<file path="src/rtl/dds_phase_to_amp.sv">
`default_nettype none
// ============================================================================
//  Module   : dds_phase_to_amp
//  Brief    : Phase-to-amplitude converter for the DDS chain. Maps the top
//             eight phase bits to an 8-bit unsigned sample (sine from a
//             quarter-wave ROM, square, triangle, sawtooth) and applies an
//             optional amplitude scale. Three register stages, latency 3.
//  Revision : 1.0  initial release
// ============================================================================
module dds_phase_to_amp #(
   parameter int PHASE_W  = 8,     // incoming phase width, must be >= 8
   parameter bit SCALE_EN = 1'b1   // 1: apply amp_scale in the last stage
) (
   input  logic               clk,
   input  logic               reset,
   input  logic [PHASE_W-1:0] phase_in,
   input  logic               phase_valid,
   input  logic [1:0]         wave_sel,
   input  logic [7:0]         amp_scale,
   output logic [7:0]         amp_out,
   output logic               amp_valid
);

   // Waveform selector encoding.
   localparam logic [1:0] C_SEL_SINE   = 2'd0;
   localparam logic [1:0] C_SEL_SQUARE = 2'd1;
   localparam logic [1:0] C_SEL_TRI    = 2'd2;
   localparam logic [1:0] C_SEL_SAW    = 2'd3;

   // ------------------------------------------------------------------------
   // Quarter-wave sine ROM: Q[k] = round(127.5*sin(2*pi*(k+0.5)/256)).
   // The half-step offset makes the table symmetric about the quadrant
   // boundaries, so folding the address with a plain bit inversion is exact.
   // ------------------------------------------------------------------------
   function automatic logic [6:0] sine_rom(input logic [5:0] addr);
      logic [6:0] q;
      case (addr)
         6'd0:    q = 7'd2;
         6'd1:    q = 7'd5;
         6'd2:    q = 7'd8;
         6'd3:    q = 7'd11;
         6'd4:    q = 7'd14;
         6'd5:    q = 7'd17;
         6'd6:    q = 7'd20;
         6'd7:    q = 7'd23;
         6'd8:    q = 7'd26;
         6'd9:    q = 7'd29;
         6'd10:   q = 7'd32;
         6'd11:   q = 7'd36;
         6'd12:   q = 7'd39;
         6'd13:   q = 7'd41;
         6'd14:   q = 7'd44;
         6'd15:   q = 7'd47;
         6'd16:   q = 7'd50;
         6'd17:   q = 7'd53;
         6'd18:   q = 7'd56;
         6'd19:   q = 7'd59;
         6'd20:   q = 7'd61;
         6'd21:   q = 7'd64;
         6'd22:   q = 7'd67;
         6'd23:   q = 7'd70;
         6'd24:   q = 7'd72;
         6'd25:   q = 7'd75;
         6'd26:   q = 7'd77;
         6'd27:   q = 7'd80;
         6'd28:   q = 7'd82;
         6'd29:   q = 7'd84;
         6'd30:   q = 7'd87;
         6'd31:   q = 7'd89;
         6'd32:   q = 7'd91;
         6'd33:   q = 7'd93;
         6'd34:   q = 7'd96;
         6'd35:   q = 7'd98;
         6'd36:   q = 7'd100;
         6'd37:   q = 7'd101;
         6'd38:   q = 7'd103;
         6'd39:   q = 7'd105;
         6'd40:   q = 7'd107;
         6'd41:   q = 7'd109;
         6'd42:   q = 7'd110;
         6'd43:   q = 7'd112;
         6'd44:   q = 7'd113;
         6'd45:   q = 7'd115;
         6'd46:   q = 7'd116;
         6'd47:   q = 7'd117;
         6'd48:   q = 7'd118;
         6'd49:   q = 7'd120;
         6'd50:   q = 7'd121;
         6'd51:   q = 7'd122;
         6'd52:   q = 7'd122;
         6'd53:   q = 7'd123;
         6'd54:   q = 7'd124;
         6'd55:   q = 7'd125;
         6'd56:   q = 7'd125;
         6'd57:   q = 7'd126;
         6'd58:   q = 7'd126;
         6'd59:   q = 7'd127;
         6'd60:   q = 7'd127;
         6'd61:   q = 7'd127;
         6'd62:   q = 7'd127;
         6'd63:   q = 7'd127;
         default: q = 7'd127;
      endcase
      return q;
   endfunction

   // ------------------------------------------------------------------------
   // Stage 1: truncated phase, folded ROM address, and the per-sample
   // controls. Capturing sel/scale here ties them to their own sample, so a
   // change never disturbs samples already in flight.
   // ------------------------------------------------------------------------
   logic [7:0] s1_p_d,     s1_p_q;
   logic [5:0] s1_addr_d,  s1_addr_q;
   logic [1:0] s1_sel_d,   s1_sel_q;
   logic [7:0] s1_scale_d, s1_scale_q;
   logic       s1_valid_d, s1_valid_q;

   // Stage 2: selected waveform sample.
   logic [7:0] s2_wave_d,  s2_wave_q;
   logic [7:0] s2_scale_d, s2_scale_q;
   logic       s2_valid_d, s2_valid_q;

   // Stage 3: scaled output; holds its value across bubbles.
   logic [7:0] amp_d,       amp_q;
   logic       amp_valid_d, amp_valid_q;

   // Waveform candidates and scaler result.
   logic [6:0] w_sine_q;
   logic [7:0] w_sine;
   logic [7:0] w_square;
   logic [7:0] w_tri_t;
   logic [7:0] w_tri;
   logic [7:0] w_saw;
   logic [7:0] w_scaled;

   // Stage 1 next-state: only the top eight phase bits carry amplitude info.
   always_comb begin
      s1_p_d     = phase_in[PHASE_W-1 -: 8];
      s1_addr_d  = s1_p_d[6] ? ~s1_p_d[5:0] : s1_p_d[5:0];
      s1_sel_d   = wave_sel;
      s1_scale_d = amp_scale;
      s1_valid_d = phase_valid;
   end

   // Stage 2 next-state: build all four waveforms and select one.
   always_comb begin
      w_sine_q = sine_rom(s1_addr_q);
      // Upper half-cycle mirrors below mid-scale: 127-Q vs 128+Q keeps the
      // wave symmetric about 127.5 without a sign bit.
      w_sine   = s1_p_q[7] ? (8'd127 - {1'b0, w_sine_q})
                           : (8'd128 + {1'b0, w_sine_q});
      w_square = s1_p_q[7] ? 8'd0 : 8'd255;
      w_tri_t  = {s1_p_q[6:0], 1'b0};
      w_tri    = s1_p_q[7] ? ~w_tri_t : w_tri_t;
      w_saw    = s1_p_q;

      case (s1_sel_q)
         C_SEL_SINE:   s2_wave_d = w_sine;
         C_SEL_SQUARE: s2_wave_d = w_square;
         C_SEL_TRI:    s2_wave_d = w_tri;
         C_SEL_SAW:    s2_wave_d = w_saw;
         default:      s2_wave_d = w_sine;
      endcase
      s2_scale_d = s1_scale_q;
      s2_valid_d = s1_valid_q;
   end

   // Amplitude scaler: (wave * (scale+1)) >> 8. scale=255 is unity gain and
   // the 17-bit product can never exceed 255 after the shift.
   generate
      if (SCALE_EN) begin : g_scale
         logic [8:0]  w_scale_p1;
         logic [16:0] w_product;
         logic        w_unused_prod_bits;
         assign w_scale_p1         = {1'b0, s2_scale_q} + 9'd1;
         assign w_product          = {8'd0, w_scale_p1} * {9'd0, s2_wave_q};
         assign w_scaled           = w_product[15:8];
         // Bit 16 is always zero and the low byte is the truncated fraction.
         assign w_unused_prod_bits = ^{w_product[16], w_product[7:0]};
      end else begin : g_no_scale
         logic w_unused_scale;
         assign w_scaled       = s2_wave_q;
         assign w_unused_scale = ^s2_scale_q;
      end
   endgenerate

   // Phase bits below the top byte carry no amplitude information.
   generate
      if (PHASE_W > 8) begin : g_phase_lsbs
         logic w_unused_phase_lsbs;
         assign w_unused_phase_lsbs = ^phase_in[PHASE_W-9:0];
      end
   endgenerate

   // Stage 3 next-state: update the output only for valid samples so the
   // last value is held through bubbles.
   always_comb begin
      amp_d       = s2_valid_q ? w_scaled : amp_q;
      amp_valid_d = s2_valid_q;
   end

   // Pipeline registers; reset flushes every stage so nothing in flight
   // survives.
   always_ff @(posedge clk) begin
      if (reset) begin
         s1_p_q      <= 8'd0;
         s1_addr_q   <= 6'd0;
         s1_sel_q    <= 2'd0;
         s1_scale_q  <= 8'd0;
         s1_valid_q  <= 1'b0;
         s2_wave_q   <= 8'd0;
         s2_scale_q  <= 8'd0;
         s2_valid_q  <= 1'b0;
         amp_q       <= 8'd0;
         amp_valid_q <= 1'b0;
      end else begin
         s1_p_q      <= s1_p_d;
         s1_addr_q   <= s1_addr_d;
         s1_sel_q    <= s1_sel_d;
         s1_scale_q  <= s1_scale_d;
         s1_valid_q  <= s1_valid_d;
         s2_wave_q   <= s2_wave_d;
         s2_scale_q  <= s2_scale_d;
         s2_valid_q  <= s2_valid_d;
         amp_q       <= amp_d;
         amp_valid_q <= amp_valid_d;
      end
   end

   assign amp_out   = amp_q;
   assign amp_valid = amp_valid_q;

endmodule
`default_nettype wire

</file>
<file path="config.mk">
export PLATFORM = sky130hd
export DESIGN_NAME = dds_phase_to_amp
export DESIGN_NICKNAME = d
export VERILOG_FILES = /design/src/rtl/dds_phase_to_amp.sv
export SDC_FILE = /design/constraint.sdc
export NUM_CORES = 1
export LEC_CHECK = 0
export ABC_AREA = 1
export BUFFER_PORTS_ARGS = -buffer_cell sky130_fd_sc_hd__buf_2
export CAP_MARGIN = 20
export CORE_UTILIZATION = 62
export DETAILED_ROUTE_END_ITERATION = 7
export PLACE_DENSITY = 0.81
export SLEW_MARGIN = 20
export SYNTH_ARGS = -nofsm -noshare
export SYNTH_HDL_FRONTEND = slang
export SYNTH_SLANG_ARGS = --single-unit
</file>
<file path="constraint.sdc">
create_clock -name clk -period 5.2 [get_ports clk]
set_input_delay 0.26 -clock clk [delete_from_list [all_inputs] [get_ports clk]]
set_output_delay 0.26 -clock clk [all_outputs]
set_load 0.1 [all_outputs]
</file>
Word level (Yosys, flattened, before mapping)
Memories as Yosys holds them, arrays and structs flattened. A register that Yosys moved wholly into a read port is not among the register bits.
Cells that the tools add are included.
{"block": "op_classes", "n_addsub": 3, "n_mul": 1, "n_eq_ne": 3, "n_mux": 6, "bitwise": 2, "reduce_logical": 1}
{"cell": "$pmux W8 S4", "n": 1}
{"cell": "$mux W8", "n": 3}
{"cell": "$mul A9 B8 Y16", "n": 1}
{"cell": "$mux W6", "n": 2}
{"cell": "$add A8 B1 Y9 const B", "n": 1}
{"cell": "$add A8 B7 Y8 const A", "n": 1}
{"cell": "$not A8 Y8", "n": 1}
{"cell": "$sub A7 B7 Y8 const A", "n": 1}
{"cell": "$not A6 Y6", "n": 1}
{"cell": "$eq A2 B2 Y1 const B", "n": 2}
{"cell": "$eq A2 B1 Y1 const B", "n": 1}
{"cell": "$logic_not A2 Y1", "n": 1}
{"block": "word_totals", "ff_bits": 45, "rom_bits": 448, "inputBits": 21, "output_inout_bits": 9, "word_cells": 26, "n_memories": 1}
{"name": "(no name shown)", "depth": 64, "width": 7, "read_ports": 1, "rd_ports_with_merged_regs": 1, "write_ports": 0, "line_no": "37", "rtl": "case (addr)"}

Depth between registers and ports, before layout
Gate-level depths: netlist (run 1).
{"block": "depth", "depth_word": 3, "ltp_mapped": 26, "ltp_nobuf": 26}

Worst setup path after synthesis (run 1)
Ideal clock, no wire load.
{"block": "synth_timing", "kind": "flip-flop to flip-flop", "start": "reg s2_scale_q[0]", "end": "reg amp_q[4] (netlist: amp_out[4])", "setup_ns": 0.120, "arrival_time_ns": 4.426, "t_required_ns": 5.080, "setup_slack_ns": 0.654, "stages_incl_launch_ff": 23, "path_buffers": 0, "path_cell_list": "dfxtp_1 > ha_1 > nand2_1 > nor2_2 > xor2_1 > inv_1 > nor2_1 > fa_1 > fa_1 > fa_1 > inv_1 > fa_1 > inv_1 > ha_1 > nand2_1 > nor2_1 > inv_1 > nor3_1 > nor2_1 > nand2_1 > nand2_1 > nor2_1 > nor2_1"}
{"block": "synth_between", "elab_chain_cells": 2}
{"element": "start, declared", "line_no": "120", "rtl": "logic [7:0] s2_scale_d, s2_scale_q;"}
{"element": "start signal, assigned", "line_no": "223", "rtl": "s2_scale_q <= s2_scale_d;"}
{"element": "$add A8 B1 Y9", "line_no": "175", "rtl": "assign w_scale_p1 = {1'b0, s2_scale_q} + 9'd1;"}
{"element": "$mul A9 B8 Y16", "line_no": "176", "rtl": "assign w_product = {8'd0, w_scale_p1} * {9'd0, s2_wave_q};"}
{"element": "end signal, assigned", "line_no": "225", "rtl": "amp_q <= amp_d;"}
{"element": "end, declared", "line_no": "124", "rtl": "logic [7:0] amp_d, amp_q;"}
Every way passes these cells.
A chain may end at the register's enable or synchronous reset.

Final worst setup path (run 1)
Ends and elaborated chain as after synthesis.

==> results_dict.tcl, run 1 <==
set metrics [dict create \
    status "finished clean" \
    crit_path_top_delay_cell "fa_1" \
    whs_endpoint "s1_scale_q[0]" \
    critPathKind "register to register" \
    yosysMostFrequentCell "nand2_1" \
    hp-class "input pin to register" \
    setup_viol_count_final 0 \
    cp_top_family "adder cells" \
    p_int_w 0.000639 \
    synth_top_area_share_pct 21.4 \
    worst_pin_slew_ns 0.825 \
    synth_ff_type "dfxtp_1" \
    final_nets 808 \
    fp-row-count 31 \
    cts.htree.levels 2 \
    ys_ff_latch 52 \
    period_share_pct 92.7 \
    drt-vias-per-instance 5.28 \
    drive_gt1_share_pct 10.0 \
    hp-start "amp_scale[0]" \
    max_freq_mhz 207 \
    fill_cells 649 \
    setup_tns_ns 0 \
    p_sw_w 0.000394 \
    crit_buf_inv 4 \
    synth_area_leaders "dfxtp_1 (21%), fa_1 (16%), ha_1 (10%), nand2_1 (10%), inv_1 (10%)" \
    drtIter0Drc 280 \
    area_growth_pct 6.24 \
    rr_worst_depth 22 \
    first_pass_iters 5 \
    hpwl_um 8220 \
    n_antenna_cell 0 \
    cpPeakStageDelay_ns 0.55 \
    clockBufferDepth 2 \
    pwr-share-seq_pct 44.0 \
    antenna_found_initial 0 \
    critical_path.endpoint_type "register" \
    grt_pass1_wl_um 18600 \
    slew_headroom_pct 45.0 \
    yosys.cell_types.count 49 \
    peakVddDrop_mv 0.133 \
    synth_fp_nets 784 \
    grt_max_degree 36 \
    fin_skew_ns 0.0130 \
    grtUsageTotal_pct 27.9 \
    startpoint_type "register" \
    overflow 0 \
    power_density_nw_per_um2 200 \
    register_area_um2 1040 \
    grt_pass1_vias 4193 \
    synth_area_um2 4850 \
    vias 4257 \
    core-area_um2 7410 \
    cts_sinks 52 \
    p_comb_share_pct 32.1 \
    worst-path-max-fanout 8 \
    syn_inst 683 \
    postCtsSetupRepairBufs 0 \
    initial_core_util_pct 65.5 \
    die_h_um 90.5 \
    hold_viol 0 \
    die_w_um 90.5 \
    place_inst 799 \
    clock_latency_ns 0.32 \
    ys_seq_area_share_pct 21.4 \
    netlist_top_cells_count "nand2_1 (133), inv_1 (131), nor2_1 (118), dfxtp_1 (52)" \
    rrSetupSlack_ns 0.38 \
    async_flop_share_pct 0 \
    synth_area_per_cell_um2 7.11 \
    design.die.area_um2 8190 \
    arrival_ns 5.05 \
    critical_path_required_ns 5.43 \
    rsz0062_at_grt "no" \
    clockPowerShare_pct 23.9 \
    postRouteAntennaNets 0 \
    synth-edff-count 0 \
    path_clk_slew_ns 0.11 \
    cts_root_buf "clkbuf_8" \
    wl_per_cell_um 12.7 \
    multi_input_area_um2 3220 \
    cts_tree "done" \
    wl_um 10300 \
    drv_slew 0 \
    route.detailed.drc 0 \
    synth_top_area_cell "dfxtp_1" \
    path_cells "ha_1 -> nand2_1 -> nor2_2 -> xor2_1 -> inv_1 -> nor2_1 -> fa_1 -> fa_1 -> fa_1 -> inv_1 -> fa_1 -> inv_1 -> ha_1 -> nand2_1 -> nor2_1 -> inv_1 -> nor3_1 -> nor2_1 -> nand2_1 -> nand2_1 -> nor2_1 -> nor2_1" \
    p_leak_nw 2.80 \
    fin_crit_ns 4.82 \
    cts_buffers 5 \
    timing.rr.end "amp_out[4]" \
    port_buffers 29 \
    max_cap_violations 0 \
    finalWeightedCongestion 0.933 \
    ys_warn_count 0 \
    fin_cells 807 \
    swShare_pct 38.2 \
    io_pins 30 \
    hold_depth 3 \
    critPathMostFrequentCell "nor2_1" \
    timing.rr.start "s2_scale_q[0]" \
]
## what timing repair did
action	4_1_cts	5_1_grt
hold buffers	0	0
gates resized for setup	0	6
setup endpoints to repair	0	6
## stage by stage
step                      hold WS, ns  setup WS, ns  power (W)  cell area (µm²)  utilization [%]
after floorplan                 0.367         0.654   0.000718             4850                -
after global placement          0.391         0.331   0.000786             5040             68.1
after detailed placement        0.396         0.239   0.000793             5040             68.1
after CTS                       0.132         0.217    0.00104             5140             69.4
after global routing            0.136        0.0272    0.00110             5160             69.6
final                           0.134         0.380    0.00103             5160             69.6
## worst max path at each step
stage                              from    endpoint  cells past startpoint
after detailed placement  s2_scale_q[0]  amp_out[4]                     22
final                     s2_scale_q[0]  amp_out[4]                     22
after global routing      s2_scale_q[0]  amp_out[4]                     22
after global placement    s2_scale_q[0]  amp_out[7]                     20
after CTS                 s2_scale_q[0]  amp_out[4]                     22
after floorplan           s2_scale_q[0]  amp_out[4]                     22
## metal layers
metal	global-route usage (%)	routed length, µm
met2	51.9	5290
met5	0	0
met1	32.7	4210
met4	8.87	249
met3	3.79	516
## state kept, by name, summed over array words and instances, names as in the netlist
register and count:
s1_sel_q 2, amp_valid 1, amp_valid_d 1, amp_out 8
s1_p_q 8, s2_scale_q 8, s1_valid_q 1, s1_scale_q 8
w_sine_q 7, s2_wave_q 8
## cells in the final DEF (no fill, tap or decap), types with 10 or more instances in the layout
master,count
nand2_1,133
inv_1,130
nor2_1,117
dfxtp_1,51
fa_1,40
ha_1,40
nand3_1,34
buf_2,29
a21oi_1,26
o21ai_0,22
xor2_1,10
o21ai_1,10
## worst min-delay path, cell delays in order
cell and delay, ns:
buf_2 0.07, inv_1 0.03, nor2_1 0.06
## cell families (layout without fill, tap and decap cells)
logic type               count (synthesis)  in the layout  share of synthesized area, %
AO/OA/AOI/OAI                           78             78                          9.87
XOR/XNOR                                11             11                          2.14
adder cells (fa/ha/maj)                 80             80                          26.8
buffers and inverters                  149            174                          12.5
flip-flops                              52             52                          21.4
AND/OR/NAND/NOR                        313            313                          27.3
## area by class of cell
class	count	share of cell area [%]
inverter	136	10.0
multi-input combinational	482	62.5
sequential	52	20.3
timing repair buffer	30	2.96
clock buffer	5	1.33
clock inverter	3	0.510
tap	99	2.40
## power by group through the flow
stage                     Clock, W  Sequential, W  Combinational, W
final                     0.000247       0.000454          0.000332
after global routing      0.000264       0.000458          0.000381
after CTS                 0.000250       0.000454          0.000332
after detailed placement         0       0.000463          0.000330
after global placement           0       0.000462          0.000324
after floorplan                  0       0.000477          0.000241
Power figures use the tool's default switching activity.
==> run 2, diff against run 1 <==
Settings changed: BUFFER_PORTS_ARGS -buffer_cell sky130_fd_sc_hd__buf_2 to -buffer_cell sky130_fd_sc_hd__buf_4.
==> run 2 against run 1 <==
Compared with the run above:
- cell count is 0.12% lower
- register-to-register slack worse by 0.04 ns
- combinational power is 2% higher
==> results_dict.tcl, run 2 (synthesis gave the netlist of run 1 again) <==
set metrics [dict create \
    cts.htree.levels 2 \
    hold_viol 0 \
    crit_buf_inv 4 \
    final_common_cell "nand2_1" \
    route.detailed.drc 0 \
    cpPeakStageDelay_ns 0.54 \
    io_pins 30 \
    critPathMostFrequentCell "nor2_1" \
    rrSetupSlack_ns 0.34 \
    p_leak_nw 2.81 \
    cts_root_buf "clkbuf_8" \
    fin_cells 806 \
    antenna_found_initial 0 \
    drv_slew 0 \
    rsz0062_at_grt "no" \
    cts_sinks 52 \
    grt_pass1_wl_um 18000 \
    first_pass_iters 4 \
    fill_cells 658 \
    postRouteAntennaNets 0 \
    cp_top_family "adder cells" \
    drive_gt1_share_pct 9.62 \
    hold-worst-slack_ns 0.139 \
    final_cell_mix "nand2_1 (133), inv_1 (131), nor2_1 (118), dfxtp_1 (51)" \
    peakVddDrop_mv 0.120 \
    p_total_w 0.00103 \
    cts_buffers 5 \
    arrival_ns 5.07 \
    period_share_pct 93.4 \
    die_h_um 90.5 \
    max_cap_violations 0 \
    design.die.area_um2 8190 \
    initial_core_util_pct 65.5 \
    critPathKind "register to register" \
    fp-row-count 31 \
    wl_um 10200 \
    pre_cts_slack_ns 0.266 \
    hpwl_um 8210 \
    setup_viol_count_final 0 \
    vias 4226 \
    path_clk_slew_ns 0.10 \
    hp-class "input pin to register" \
    clockBufferDepth 2 \
    setup_tns_ns 0 \
    startpoint_type "register" \
    power_density_nw_per_um2 199 \
    finalWeightedCongestion 0.903 \
    port_buffers 29 \
    fin_crit_ns 4.86 \
    grt_pass1_vias 4187 \
    final_nets 807 \
    path_cells "ha_1 -> nand2_1 -> nor2_2 -> xor2_1 -> inv_1 -> nor2_1 -> fa_1 -> fa_1 -> fa_1 -> inv_1 -> fa_1 -> inv_1 -> ha_1 -> nand2_1 -> nor2_1 -> inv_1 -> nor3_1 -> nor2_1 -> nand2_1 -> nand2_1 -> nor2_1 -> nor2_1" \
    status "finished clean" \
    cts_tree "done" \
    worst_pin_slew_ns 0.872 \
    grt_max_degree 37 \
    wl_per_cell_um 12.6 \
    crit_path_top_delay_cell "fa_1" \
    critical_path_required_ns 5.42 \
    worst-path-max-fanout 8 \
    n_antenna_cell 0 \
    core-area_um2 7410 \
    overflow 0 \
    max_freq_mhz 206 \
    area_growth_pct 7.24 \
    critical_path.endpoint_type "register" \
    fin_skew_ns 0.00449 \
    slew_headroom_pct 41.9 \
    clock_latency_ns 0.31 \
    die_w_um 90.5 \
    drtIter0Drc 279 \
    drt-vias-per-instance 5.24 \
    place_inst 798 \
    setup_slack_ns 0.344 \
    grtUsageTotal_pct 26.7 \
]
-- run 2: through the flow --
stage | cell area, µm² | utilization (%)
after floorplan | 4850 | -
after global placement | 5110 | 69.0
after detailed placement | 5110 | 69.0
after CTS | 5200 | 70.2
after global routing | 5200 | 70.3
final | 5200 | 70.3
-- run 2: worst min-delay path, delay by kind of cell --
family,cells,cell delay (ns)
and+or+nand+nor,1,0.06
buffers and inverters,2,0.11
-- run 2: what timing repair did --
action,4_1_cts,5_1_grt
buffers inserted,0,0
endpoints found under the hold margin,0,0
gates resized for setup,0,3
setup endpoints to repair,0,7
hold buffers,0,0
-- run 2: final timing paths --
| kind | depth (start not counted) | from | to |
|---|---|---|---|
| setup / recovery | 22 | s2_scale_q[0] | amp_out[4] |
| hold / removal | 3 | wave_sel[1] | s1_sel_q[1] |
| setup reg to reg | 22 | s2_scale_q[0] | amp_out[4] |
| hold reg to reg | 2 | s1_valid_q | amp_valid_d |
-- run 2: cell type report --
type                    count  area [µm²]  share of cell area [%]
multi-input cells         482        3210                    61.6
flip-flops and latches     52        1040                    20.0
inverters                 136         518                    9.95
repair buffers             29         218                    4.18
well taps                  99         124                    2.38
clock buffers               5        68.8                    1.32
clock inverters             3        26.3                   0.505
-- run 2: power by group --
group	switching (W)	leakage (nW)	total, W	internal [W]
logic	0.000221	2.33	0.000338	0.000117
clock network	0.000143	0.0423	0.000241	0.0000980
registers	0.0000252	0.432	0.000455	0.000429
total	0.000389	2.81	0.00103	0.000644
-- run 2: per-layer routing --
| metal | GRT usage, % | wire length [µm] | part of all wire, % | vias to the layer above |
|---|---|---|---|---|
| li1 | - | - | - | 2137 |
| met5 | 0 | 0 | 0 | - |
| met4 | 7.53 | 229 | 2.2 | 0 |
| met1 | 32.1 | 4370 | 43 | 1959 |
| met3 | 2.69 | 458 | 4.5 | 18 |
| met2 | 49.9 | 5120 | 50 | 112 |
==> run 3, diff against run 2 <==
Settings changed: CELL_PAD_IN_SITES_DETAIL_PLACEMENT set to 0, CELL_PAD_IN_SITES_GLOBAL_PLACEMENT set to 1, CORE_UTILIZATION 62 to 46, PLACE_DENSITY 0.81 to unset, PLACE_DENSITY_LB_ADDON set to 0.1.
==> run 3 against run 2 <==
Compared with the run above:
- count of clock-buffer cells in the layout stayed put
- utilization decreased by 19 points
- non-clock buffer count is 1 higher
- critical endpoint is now amp_out[5]
- largest power group unchanged
==> results_dict.tcl, run 3 (synthesis gave the netlist of run 1 again) <==
set metrics [dict create \
    final_cell_mix "nand2_1 (133), inv_1 (129), nor2_1 (116), dfxtp_1 (51)" \
    grt_pass1_vias 4031 \
    place_area_um2 5150 \
    vias 4155 \
    fp-row-count 37 \
    worst-path-max-fanout 8 \
    wl_um 10500 \
    critical_path.endpoint_type "register" \
    hold_viol 0 \
    drive_gt1_share_pct 10.5 \
    hp-class "input pin to register" \
    grt_max_degree 37 \
    setup_viol_count_final 0 \
    power_density_nw_per_um2 195 \
    io_pins 30 \
    clockBufferDepth 2 \
    drtIter0Drc 208 \
    die_w_um 105 \
    cts_tree "done" \
    grt_pass1_wl_um 18300 \
    grtUsageTotal_pct 20.6 \
    route.detailed.drc 0 \
    design_area_um2 5270 \
    cts_sinks 52 \
    maxUsedRoutingLayer "met4" \
    design.die.area_um2 11000 \
    overflow 0 \
    postRouteAntennaNets 0 \
    route.met2.wl_um 5310 \
    wl_per_cell_um 12.4 \
    initial_core_util_pct 47.2 \
    antenna_found_initial 0 \
    cts_root_buf "clkbuf_8" \
    hpwl_um 8680 \
    hold_buffers 0 \
    path_clk_slew_ns 0.10 \
    arrival_ns 5.07 \
    die_h_um 105 \
    drt-vias-per-instance 4.92 \
    core-area_um2 10300 \
    port_buffers 29 \
    hold-worst-slack_ns 0.142 \
    worst_pin_slew_ns 0.858 \
    pre_cts_slack_ns 0.199 \
    status "finished clean" \
    area_growth_pct 8.58 \
    slew_headroom_pct 42.8 \
    period_share_pct 92.8 \
    fin_crit_ns 4.82 \
    final_common_cell "nand2_1" \
    startpoint_type "register" \
    drv_slew 0 \
    fin_skew_ns 0.00437 \
    cts.htree.levels 2 \
    route.met3.wl_um 389 \
    clock_latency_ns 0.31 \
    max_cap_violations 0 \
    first_pass_iters 4 \
    finalWeightedCongestion 0.886 \
    peakVddDrop_mv 0.109 \
    setup_slack_ns 0.376 \
    critical_path_required_ns 5.44 \
    wl_met1_um 4640 \
    p_leak_nw 2.82 \
    final_nets 808 \
    cts_buffers 5 \
    n_antenna_cell 0 \
    max_freq_mhz 207 \
    critPathKind "register to register" \
]
## run 3: cell types whose count changed in the layout (fill, tap and decap cells not counted), sizes merged
| cell | delta |
|---|---|
| buf | +1 |
| clkinv | +2 |
| clkinvlp | -2 |
## run 3: path summary, 6_finish.rpt
path	start	end	slack, ns	cells after the start
max reg2reg	s2_scale_q[0]	amp_out[5]	0.38	22
min reg2reg	s1_scale_q[0]	s2_scale_q[0]	0.41	2
max	s2_scale_q[0]	amp_out[5]	0.38	22
min	amp_scale[3]	s1_scale_q[3]	0.14	3
## run 3: stage by stage
step,instances,setup TNS (ns),util [%],total power [W]
after floorplan,683,0,-,0.000718
after global placement,835,0,50.2,0.000803
after detailed placement,835,0,50.2,0.000804
after CTS,843,0,51.0,0.00104
after global routing,844,-0.00489,51.3,0.00111
final,844,0,51.3,0.00103
## run 3: report_power, final
group	total (W)	leakage, nW	switching [W]	internal, W
Combinational	0.000340	2.34	0.000222	0.000118
Clock	0.000234	0.0485	0.000137	0.0000966
Sequential	0.000453	0.432	0.0000237	0.000429
## run 3: what timing repair did
item                                    in CTS  in global routing
endpoints found under the setup margin       0                  7
resized for setup                            0                  8
buffers inserted                             0                  1
## run 3: area by class of cell
class,count,area (µm²)
fill,1039,5010
sequential,52,1040
clock inverter,3,22.5
multi-input combinational,482,3220
tap,136,170
timing repair buffer,30,225
clock buffer,5,68.8
inverter,136,518
## run 3: worst max-delay path: stages (launching register included)
cell and delay [ns]:
dfxtp_4 0.41, ha_1 0.20, nand2_1 0.09, nor3_1 0.22
xor2_1 0.28, inv_2 0.14, nor2_1 0.14, fa_1 0.44
fa_1 0.47, fa_1 0.55, inv_1 0.05, fa_1 0.52
inv_1 0.04, ha_1 0.34, a21oi_1 0.21, o21ai_0 0.14
nand2_1 0.08, nand2_1 0.04, nor2_1 0.11, nand2_1 0.07
nand2_1 0.06, nor2_1 0.05, nor2_1 0.11
## run 3: metal layers
layer	up-vias	GRT usage, %
met5	-	0
met4	0	6.04
met3	9	2.43
met2	88	37.4
met1	1911	25.6
li1	2147	-
